==> src/rtl/uart_pkg.sv <==
// Shared constants and state encoding for the UART receiver.
// Latency: none; this package holds no logic.
// Backpressure: not applicable.
package uart_pkg;

    // Receiver FSM states
    typedef enum logic [1:0] {
        ST_IDLE,
        ST_START,
        ST_DATA,
        ST_STOP
    } rx_state_t;

    // 16x oversampling. Start-bit validation happens at mid-bit, and each later bit
    // is sampled one full bit time after the previous sample point.
    localparam int         OVERSAMPLE       = 16;
    localparam logic [3:0] MID_SAMPLE       = 4'(OVERSAMPLE / 2 - 1);
    localparam logic [3:0] LAST_SAMPLE      = 4'(OVERSAMPLE - 1);

    // 50 MHz / (115200 * 16) ~= 27 clk per oversample tick
    localparam int         DEFAULT_TICK_DIV = 27;

endpackage

==> src/rtl/uart_rx_if.sv <==
// Byte-side and line-side signals of the UART receiver, bundled for port hookup.
// Latency: none; this interface holds no logic.
// Backpressure: data_ready/rd handshake; an unread byte is overwritten and overrun is flagged.
interface uart_rx_if #(
    parameter int DATA_BITS = 8
);
    logic                 rx;
    logic                 rd;
    logic [DATA_BITS-1:0] data_out;
    logic                 data_ready;
    logic                 frame_err;
    logic                 overrun;
    logic                 busy;

    // The receiver drives the byte side and observes the line
    modport slave (
        input  rx,
        input  rd,
        output data_out,
        output data_ready,
        output frame_err,
        output overrun,
        output busy
    );

    // The line driver / byte consumer
    modport master (
        output rx,
        output rd,
        input  data_out,
        input  data_ready,
        input  frame_err,
        input  overrun,
        input  busy
    );
endinterface

==> src/rtl/uart_rx_tickgen.sv <==
// Free-running divider producing the 16x oversample tick.
// Latency: tick is a one-clk pulse every TICK_DIV clks, starting TICK_DIV clks after reset.
// Backpressure: none; the counter never stalls.
module uart_rx_tickgen
    import uart_pkg::*;
#(
    parameter int TICK_DIV = DEFAULT_TICK_DIV
) (
    input  logic clk,
    input  logic reset,
    output logic tick
);
    localparam int CW = (TICK_DIV > 2) ? $clog2(TICK_DIV) : 1;

    logic [CW-1:0] cnt;

    assign tick = (cnt == CW'(TICK_DIV - 1));

    // Count 0..TICK_DIV-1 and wrap on the tick cycle
    always_ff @(posedge clk or posedge reset) begin
        if (reset) begin
            cnt <= '0;
        end else if (tick) begin
            cnt <= '0;
        end else begin
            cnt <= cnt + 1'b1;
        end
    end
endmodule

==> src/rtl/uart_rx.sv <==
// 8N1-style UART receiver with 16x oversampling, mid-bit sampling, LSB first.
// Latency: data_ready rises 1 clk after the stop-bit sample tick (rx passes through a 2-clk synchronizer first).
// Backpressure: none on the line; an unread byte is overwritten by the next good byte and overrun is set.
module uart_rx
    import uart_pkg::*;
#(
    parameter int TICK_DIV  = DEFAULT_TICK_DIV,
    parameter int DATA_BITS = 8
) (
    input  logic      clk,
    input  logic      reset,
    uart_rx_if.slave  bus
);
    localparam int BW = $clog2(DATA_BITS + 1);

    logic                 tick;
    logic [1:0]           sync_q;
    logic                 rxs;

    rx_state_t            state, state_nxt;
    logic [3:0]           s_cnt, s_cnt_nxt;
    logic [BW-1:0]        b_cnt, b_cnt_nxt;
    logic [DATA_BITS-1:0] shift_q, shift_nxt;
    logic [DATA_BITS-1:0] data_q, data_nxt;
    logic                 ready_q, ready_nxt;
    logic                 fe_q, fe_nxt;
    logic                 ovr_q, ovr_nxt;
    logic                 load;

    uart_rx_tickgen #(.TICK_DIV(TICK_DIV)) u_tickgen (
        .clk   (clk),
        .reset (reset),
        .tick  (tick)
    );

    // Two-flop synchronizer; resets to the idle (high) line level
    always_ff @(posedge clk or posedge reset) begin
        if (reset) begin
            sync_q <= 2'b11;
        end else begin
            sync_q <= {sync_q[0], bus.rx};
        end
    end

    assign rxs = sync_q[1];

    // State, counters, shift register and output flags
    always_ff @(posedge clk or posedge reset) begin
        if (reset) begin
            state   <= ST_IDLE;
            s_cnt   <= '0;
            b_cnt   <= '0;
            shift_q <= '0;
            data_q  <= '0;
            ready_q <= 1'b0;
            fe_q    <= 1'b0;
            ovr_q   <= 1'b0;
        end else begin
            state   <= state_nxt;
            s_cnt   <= s_cnt_nxt;
            b_cnt   <= b_cnt_nxt;
            shift_q <= shift_nxt;
            data_q  <= data_nxt;
            ready_q <= ready_nxt;
            fe_q    <= fe_nxt;
            ovr_q   <= ovr_nxt;
        end
    end

    // Frame sequencing on ticks, plus the holding-register handshake
    always_comb begin
        state_nxt = state;
        s_cnt_nxt = s_cnt;
        b_cnt_nxt = b_cnt;
        shift_nxt = shift_q;
        load      = 1'b0;
        fe_nxt    = 1'b0;

        if (tick) begin
            case (state)
                ST_IDLE: begin
                    if (!rxs) begin
                        state_nxt = ST_START;
                        s_cnt_nxt = '0;
                    end
                end
                ST_START: begin
                    if (s_cnt == MID_SAMPLE) begin
                        // Still low at mid start bit: a real frame, otherwise a glitch
                        if (!rxs) begin
                            state_nxt = ST_DATA;
                            s_cnt_nxt = '0;
                            b_cnt_nxt = '0;
                        end else begin
                            state_nxt = ST_IDLE;
                        end
                    end else begin
                        s_cnt_nxt = s_cnt + 4'd1;
                    end
                end
                ST_DATA: begin
                    if (s_cnt == LAST_SAMPLE) begin
                        shift_nxt = {rxs, shift_q[DATA_BITS-1:1]};
                        s_cnt_nxt = '0;
                        if (b_cnt == BW'(DATA_BITS - 1)) begin
                            state_nxt = ST_STOP;
                        end else begin
                            b_cnt_nxt = b_cnt + 1'b1;
                        end
                    end else begin
                        s_cnt_nxt = s_cnt + 4'd1;
                    end
                end
                ST_STOP: begin
                    if (s_cnt == LAST_SAMPLE) begin
                        if (rxs) begin
                            load = 1'b1;
                        end else begin
                            fe_nxt = 1'b1;
                        end
                        state_nxt = ST_IDLE;
                    end else begin
                        s_cnt_nxt = s_cnt + 4'd1;
                    end
                end
                default: state_nxt = ST_IDLE;
            endcase
        end

        data_nxt = load ? shift_q : data_q;

        // A load wins over rd; a same-clk rd simply consumes the old byte
        if (load) begin
            ready_nxt = 1'b1;
        end else if (bus.rd) begin
            ready_nxt = 1'b0;
        end else begin
            ready_nxt = ready_q;
        end

        if (load && ready_q && !bus.rd) begin
            ovr_nxt = 1'b1;
        end else if (bus.rd) begin
            ovr_nxt = 1'b0;
        end else begin
            ovr_nxt = ovr_q;
        end
    end

    assign bus.data_out   = data_q;
    assign bus.data_ready = ready_q;
    assign bus.frame_err  = fe_q;
    assign bus.overrun    = ovr_q;
    assign bus.busy       = (state != ST_IDLE);

endmodule

==> src/flat_wrapper.sv <==
// flat-port wrapper written by rule: the top's interface ports become plain ports
module uart_rx_flat import uart_pkg::*;
#(
    parameter int TICK_DIV  = DEFAULT_TICK_DIV,
    parameter int DATA_BITS = 8
)
  (clk, reset, bus_rx, bus_rd, bus_data_out, bus_data_ready, bus_frame_err, bus_overrun, bus_busy);
  uart_rx_if #(.DATA_BITS(DATA_BITS)) bus_i ();
  input  logic clk;
  input  logic reset;
  input wire logic [$bits(bus_i.rx)-1:0] bus_rx;
  input wire logic [$bits(bus_i.rd)-1:0] bus_rd;
  output wire logic [$bits(bus_i.data_out)-1:0] bus_data_out;
  output wire logic [$bits(bus_i.data_ready)-1:0] bus_data_ready;
  output wire logic [$bits(bus_i.frame_err)-1:0] bus_frame_err;
  output wire logic [$bits(bus_i.overrun)-1:0] bus_overrun;
  output wire logic [$bits(bus_i.busy)-1:0] bus_busy;
  assign bus_i.rx = bus_rx;
  assign bus_i.rd = bus_rd;
  assign bus_data_out = bus_i.data_out;
  assign bus_data_ready = bus_i.data_ready;
  assign bus_frame_err = bus_i.frame_err;
  assign bus_overrun = bus_i.overrun;
  assign bus_busy = bus_i.busy;
  uart_rx #(.TICK_DIV(TICK_DIV), .DATA_BITS(DATA_BITS)) u_core (.clk(clk), .reset(reset), .bus(bus_i));
endmodule
==> config.mk <==
export PLATFORM = sky130hd
export DESIGN_NAME = uart_rx_flat
export DESIGN_NICKNAME = d
export VERILOG_FILES = /design/src/rtl/uart_pkg.sv /design/src/rtl/uart_rx_if.sv /design/src/rtl/uart_rx_tickgen.sv /design/src/rtl/uart_rx.sv /design/src/flat_wrapper.sv
export SDC_FILE = /design/constraint.sdc
export NUM_CORES = 1
export LEC_CHECK = 0
export CAP_MARGIN = 30
export CORE_MARGIN = 5
export CORE_UTILIZATION = 30
export DETAILED_ROUTE_END_ITERATION = 8
export PLACE_DENSITY = 0.47
export SLEW_MARGIN = 20
export SYNTH_ARGS = -nofsm -noshare
export SYNTH_HDL_FRONTEND = slang
export SYNTH_SLANG_ARGS = --single-unit
==> constraint.sdc <==
create_clock -name clk -period 2.5 [get_ports clk]
set_input_delay 0.25 -clock clk [delete_from_list [all_inputs] [get_ports clk]]
set_output_delay 0.25 -clock clk [all_outputs]
set_load 0.005 [all_outputs]
==> flow_summary.ini, run 1 <==
[global_routing]
grt_usage_pct = 9.96
grt_pass1_vias = 1272
grt_max_degree = 37
antenna_found_initial = 0
grt_pass1_wl_um = 5760
grt_overflow = 0

[synthesis]
yosys.area.top_type_share_pct = 50.7
synth_edf_count = 0
synth_fa_ha_area_share_pct = 2.98
ys_top_cells_by_area = dfrtp_1 51%, mux2_2 11%, dfstp_2 3.1%
ys_seq_area_share_pct = 53.8
ys_ff_latch = 36
synth_cells = 141
synth_xor_area_share_pct = 1.57
synth.distinct_cells = 41
synth.cell_area_mm2 = 0.00168
ys_warn_count = 0
synth.largest_area_cell = dfrtp_1
yosys.area_share.simple_pct = 14.8
synth_compound_area_share_pct = 11.8
syn_nets = 149
yosysMostFrequentCell = dfrtp_1
synthArstFlopShare_pct = 100
ys.flop_type = dfrtp_1
avgSynthCellArea_um2 = 11.9
synth_top_family_by_area = simple AND/OR/NAND/NOR gates
yosys-top-cells-count = 34 x dfrtp_1, 17 x mux2_2, 10 x o21ai_0
synth_mux_area_share_pct = 11.4

[floorplanning]
dieHeight_um = 84.8
start_util_pct = 30.7
ios = 16
core_mm2 = 0.00547
die_w_um = 84.8
rows = 27
fp.dieArea_mm2 = 0.00719

[critical_path]
path_cells = inv_1, ha_1, nand4b_2, nor2_1, nand3_2, mux2_2
cpMaxStageDelayCell = dfrtp_1
worst-path-buf-inv = 1
ff2ff_path_depth = 6
max_stage_delay_ns = 0.42
worstPathMaxFanout = 8
critPathCaptureType = flip-flop
path_depth = 6
crit_arrival_ns = 2.18
path_delay_family = simple AND/OR/NAND/NOR gates
crit_required_ns = 2.67
critPathKind = flip-flop to flip-flop
worst_setup_path_start_kind = flip-flop

[clocking]
cts_buffers = 5
ctsHoldBuffers = 0
cts_root_buf = clkbuf_8
cts_tree = yes
clock_latency_ns = 0.29
cts_setup_buffers = 0
htree_levels = 2
path_clk_slew_ns = 0.08
cts.sinks = 36
ctsResizeCount = 0
cts_buffer_depth = 2

[drt]
drc_errors = 0
postRouteAntennaNets = 0
wl_per_cell_um = 13.9
drt_iter0_drc = 96
vias_per_cell = 4.97
dr.pass1.iters = 6
wl_um = 3260
vias = 1164

[cells_and_area]
syn_to_final_growth_pct = 20.5
fin_util_pct = 36.9
num_antenna_cells = 0
design_area_mm2 = 0.00202
n_fill_cell = 537
final_nets = 169
layout-drive-gt1-share_pct = 23.5

[sta]
setup_violations = 0
tightest_slew_ns = 0.450
fin_ws_ns = 0.489
final-hold-violation-count = 0
slew_headroom_pct = 70.0
tns_ns = 0
skew_ns = 0.00794
fmax_mhz = 497
period_minus_slack_ns = 2.01
finalMaxSlewViolations = 0
period_share_pct = 80.5
rsz0062_at_grt = no

[pwr]
power.switching_mw = 0.239
swShare_pct = 21.2
power.share.sequential_pct = 52.3
p_leak_nw = 0.894
p_clk_share_pct = 45.3
p_int_mw = 0.891
ir_drop_uv = 274
combPwrFrac_pct = 2.3
cellPowerDensity_mw_per_mm2 = 559
totalPowerFinal_mw = 1.13

[placement]
dp_slack_ns = 0.523
placed_cell_area_mm2 = 0.00191
dp_hpwl_um = 2280
gp_congestion = 0.853
port_buffers = 15

[worst_hold_path]
hold_path.class = flip-flop to flip-flop
hold_depth = 0

[outcome]
status = finished clean

[job]
max_cap_viol_count = 0
## final timing paths
path                                               end                    start  slack [ns]
worst max-delay path                 u_core.shift_q[4]  u_core.u_tickgen.cnt[0]        0.49
worst min-delay path                  u_core.sync_q[1]         u_core.sync_q[0]        0.36
worst max register to register       u_core.shift_q[4]  u_core.u_tickgen.cnt[0]        0.49
worst min register to register        u_core.sync_q[1]         u_core.sync_q[0]        0.36
max in group asynchronous             u_core.sync_q[0]                    reset        1.79
min in group asynchronous       u_core.bus.data_out[0]                    reset        0.37
## power groups by stage
stage | clock network, mW | logic (mW) | registers [mW]
detailed placement | 0 | 0.0280 | 0.602
floorplan | 0 | 0.0200 | 0.598
finish | 0.512 | 0.0266 | 0.591
global route | 0.563 | 0.0308 | 0.592
global placement | 0 | 0.0273 | 0.602
CTS | 0.536 | 0.0281 | 0.591
## cell families (layout without fill, tap and decap cells)
group / count (synthesis) / after routing
multiplexers: 17 / 17
XOR/XNOR: 3 / 3
AND/OR/NAND/NOR: 39 / 39
buffers and inverters: 13 / 34
adder cells (fa/ha/maj): 4 / 4
AO/OA/AOI/OAI: 29 / 29
flip-flops: 36 / 36
## layout by cell type, fill, tap and decap left out, drive strengths merged, types with 2 or more instances in the layout
| master | synthesis | routed |
|---|---|---|
| nor4b | 2 | 2 |
| dfstp | 2 | 2 |
| nor2b | 2 | 2 |
| dfrtp | 34 | 34 |
| a31oi | 4 | 4 |
| and2 | 2 | 2 |
| clkdlybuf4s50 | 0 | 15 |
| o21ai | 10 | 10 |
| o31ai | 3 | 3 |
| a21o | 2 | 2 |
| or4 | 3 | 3 |
| nand2 | 6 | 6 |
| inv | 8 | 8 |
| nand3 | 7 | 7 |
| nor3 | 2 | 2 |
| a22o | 2 | 2 |
| ha | 4 | 4 |
| a211o | 2 | 2 |
| buf | 5 | 3 |
| clkbuf | 0 | 5 |
| mux2 | 17 | 17 |
| xnor2 | 2 | 2 |
| nor2 | 9 | 9 |
## per-stage QoR
stage	cells	hold WS [ns]
2_1_floorplan	141	0.254
3_3_place_gp	226	0.348
3_5_place_dp	226	0.347
4_1_cts	234	0.353
5_1_grt	234	0.343
6_report	234	0.357
## layer usage
layer  GRT usage [%]  part of all wire, %  vias up
li1                -                    -      547
met1            11.2                   43      581
met2            17.3                   52       27
met3            2.65                  3.2        9
met4            5.04                  1.9        0
met5               0                    0        -
## cell type report
class	count	area, um^2	area share (%)
Clock inverter	3	42.5	2.10
Sequential cell	36	903	44.7
Multi-Input combinational cell	92	714	35.3
Timing Repair Buffer	18	173	8.54
Inverter	8	30.0	1.49
Tap cell	72	90.1	4.46
Clock buffer	5	68.8	3.40
## registers in the layout, summed over array words and instances (netlist names), named ones only
register	flops
u_core.sync_q	2
u_core.u_tickgen.cnt	5
u_core.state	1
u_core.shift_q	8
u_core.b_cnt	4
u_core.bus.data_out	8
u_core.bus.overrun	1
u_core.bus.frame_err	1
u_core.bus.data_ready	1
u_core.s_cnt	4
No activity file was read; power rests on OpenSTA's default activity.
==> inputs of run 2 (changes only) <==
==> constraint.sdc (replaced) <==
create_clock -name clk -period 2.1 [get_ports clk]
set_input_delay 0.21 -clock clk [delete_from_list [all_inputs] [get_ports clk]]
set_output_delay 0.21 -clock clk [all_outputs]
set_load 0.005 [all_outputs]
==> run 2 against run 1 <==
Critical path type unchanged. Design area rose by 0.25%. Utilization is 0.091 points higher. First-iteration DRC count decreased by 41%. Sequential power up 19%.
==> flow_summary.ini, run 2 (synthesis gave the netlist of run 1 again) <==
[outcome]
status = finished clean

[sta]
rsz0062_at_grt = no
period_minus_slack_ns = 1.89
tightest_slew_ns = 0.467
fmax_mhz = 529
setup_violations = 0
skew_ns = 0.00879
slew_headroom_pct = 68.9
period_share_pct = 90.1
final-hold-violation-count = 0
tns_ns = 0
fin_hold_ws_ns = 0.346
finalMaxSlewViolations = 0

[cells_and_area]
final_nets = 171
fin_util_pct = 37.0
num_antenna_cells = 0
final_cells = 236
most-common-layout-cells = 34 x dfrtp_1, 17 x mux2_2, 15 x clkdlybuf4s50_1, 10 x o21ai_0, 9 x nor2_1
syn_to_final_growth_pct = 20.8
layout-drive-gt1-share_pct = 24.4
final_common_cell = dfrtp_1
n_fill_cell = 554

[clocking]
cts_tree = yes
htree_levels = 2
cts_buffers = 5
cts.sinks = 36
cts_root_buf = clkbuf_8
clock_latency_ns = 0.28
cts_setup_buffers = 0
path_clk_slew_ns = 0.07
cts_buffer_depth = 2

[drt]
drc_errors = 0
wl_um = 3210
vias = 1121
dr.pass1.iters = 4
vias_per_cell = 4.75
drt_iter0_drc = 57
postRouteAntennaNets = 0
wl_per_cell_um = 13.6

[critical_path]
crit_arrival_ns = 2.05
crit_required_ns = 2.26
worst_setup_path_start_kind = flip-flop
ff2ff_path_depth = 6
critPathCaptureType = flip-flop
critPathKind = flip-flop to flip-flop
worstPathMaxFanout = 7

[pwr]
p_int_mw = 1.01
power.share.sequential_pct = 55.7
cellPowerDensity_mw_per_mm2 = 624
swShare_pct = 20.2
p_leak_nw = 0.901
p_clk_share_pct = 41.7
ir_drop_uv = 324
power.switching_mw = 0.256
totalPowerFinal_mw = 1.26
combPwrFrac_pct = 2.5

[global_routing]
grt_overflow = 0
grt_usage_pct = 9.46
grt_pass1_vias = 1190
grt_pass1_wl_um = 5470
grt.met1_usage_pct = 11.0
antenna_found_initial = 0
grt_busiest_layer = met2
grt_max_degree = 37
grtUsageMet2_pct = 16.4
grt_use_met3_pct = 2.65

[placement]
gp_congestion = 0.806
dpl.cell_count = 228
dp_hpwl_um = 2250
port_buffers = 15

[floorplanning]
fp.dieArea_mm2 = 0.00719
start_util_pct = 30.7
core_mm2 = 0.00547
rows = 27
ios = 16
dieHeight_um = 84.8
die_w_um = 84.8

[worst_hold_path]
hold_path.class = input port to async pin

[job]
max_cap_viol_count = 0
## run 2: cell type report
cell class                      count  area, um^2  share of cell area, %
Timing Repair Buffer               20         188                   9.26
Tap cell                           72        90.1                   4.44
Inverter                            8        30.0                   1.48
Clock buffer                        8         100                   4.94
Multi-Input combinational cell     92         716                   35.3
Sequential cell                    36         903                   44.6
## run 2: path summary, 6_finish.rpt
path | startpoint | to | slack (ns)
max | u_core.u_tickgen.cnt[0] | u_core.bus.data_out[1] | 0.21
min | reset | async pin | 0.35
max reg2reg | u_core.u_tickgen.cnt[0] | u_core.bus.data_out[1] | 0.21
min reg2reg | u_core.sync_q[0] | u_core.sync_q[1] | 0.36
max in group asynchronous | reset | u_core.sync_q[1] | 1.40
min in group clk | bus_rx | u_core.sync_q[0] | 0.35
## run 2: metrics by stage
step,setup WS [ns],area (um^2)
2_1_floorplan,0.311,1680
3_3_place_gp,0.189,1930
3_5_place_dp,0.179,1930
4_1_cts,0.171,2030
5_1_grt,0.0391,2030
6_report,0.208,2030
## run 2: timing repair
action                     in CTS  in global routing
setup endpoints to repair       0                  1
gates resized for setup         0                  1
hold buffers                    0                  0
## run 2: layer usage
layer | vias to the layer above | routed length (um)
met5 | - | 0
met4 | 0 | 33
met3 | 4 | 83
met2 | 14 | 1670
met1 | 554 | 1430
li1 | 549 | -
## run 2: worst max-delay path: stages (launching register included)
cell and delay (ns):
dfrtp_1 0.41, inv_1 0.07, ha_1 0.19, nand4b_2 0.23, nor3_2 0.33, buf_4 0.22
mux2_2 0.34
## run 2: power groups by stage
stage | clock, mW | sequential, mW | combinational (mW)
final | 0.528 | 0.705 | 0.0322
after global routing | 0.575 | 0.704 | 0.0377
after CTS | 0.553 | 0.704 | 0.0336
after detailed placement | 0 | 0.717 | 0.0335
after global placement | 0 | 0.717 | 0.0325
after floorplan | 0 | 0.712 | 0.0238
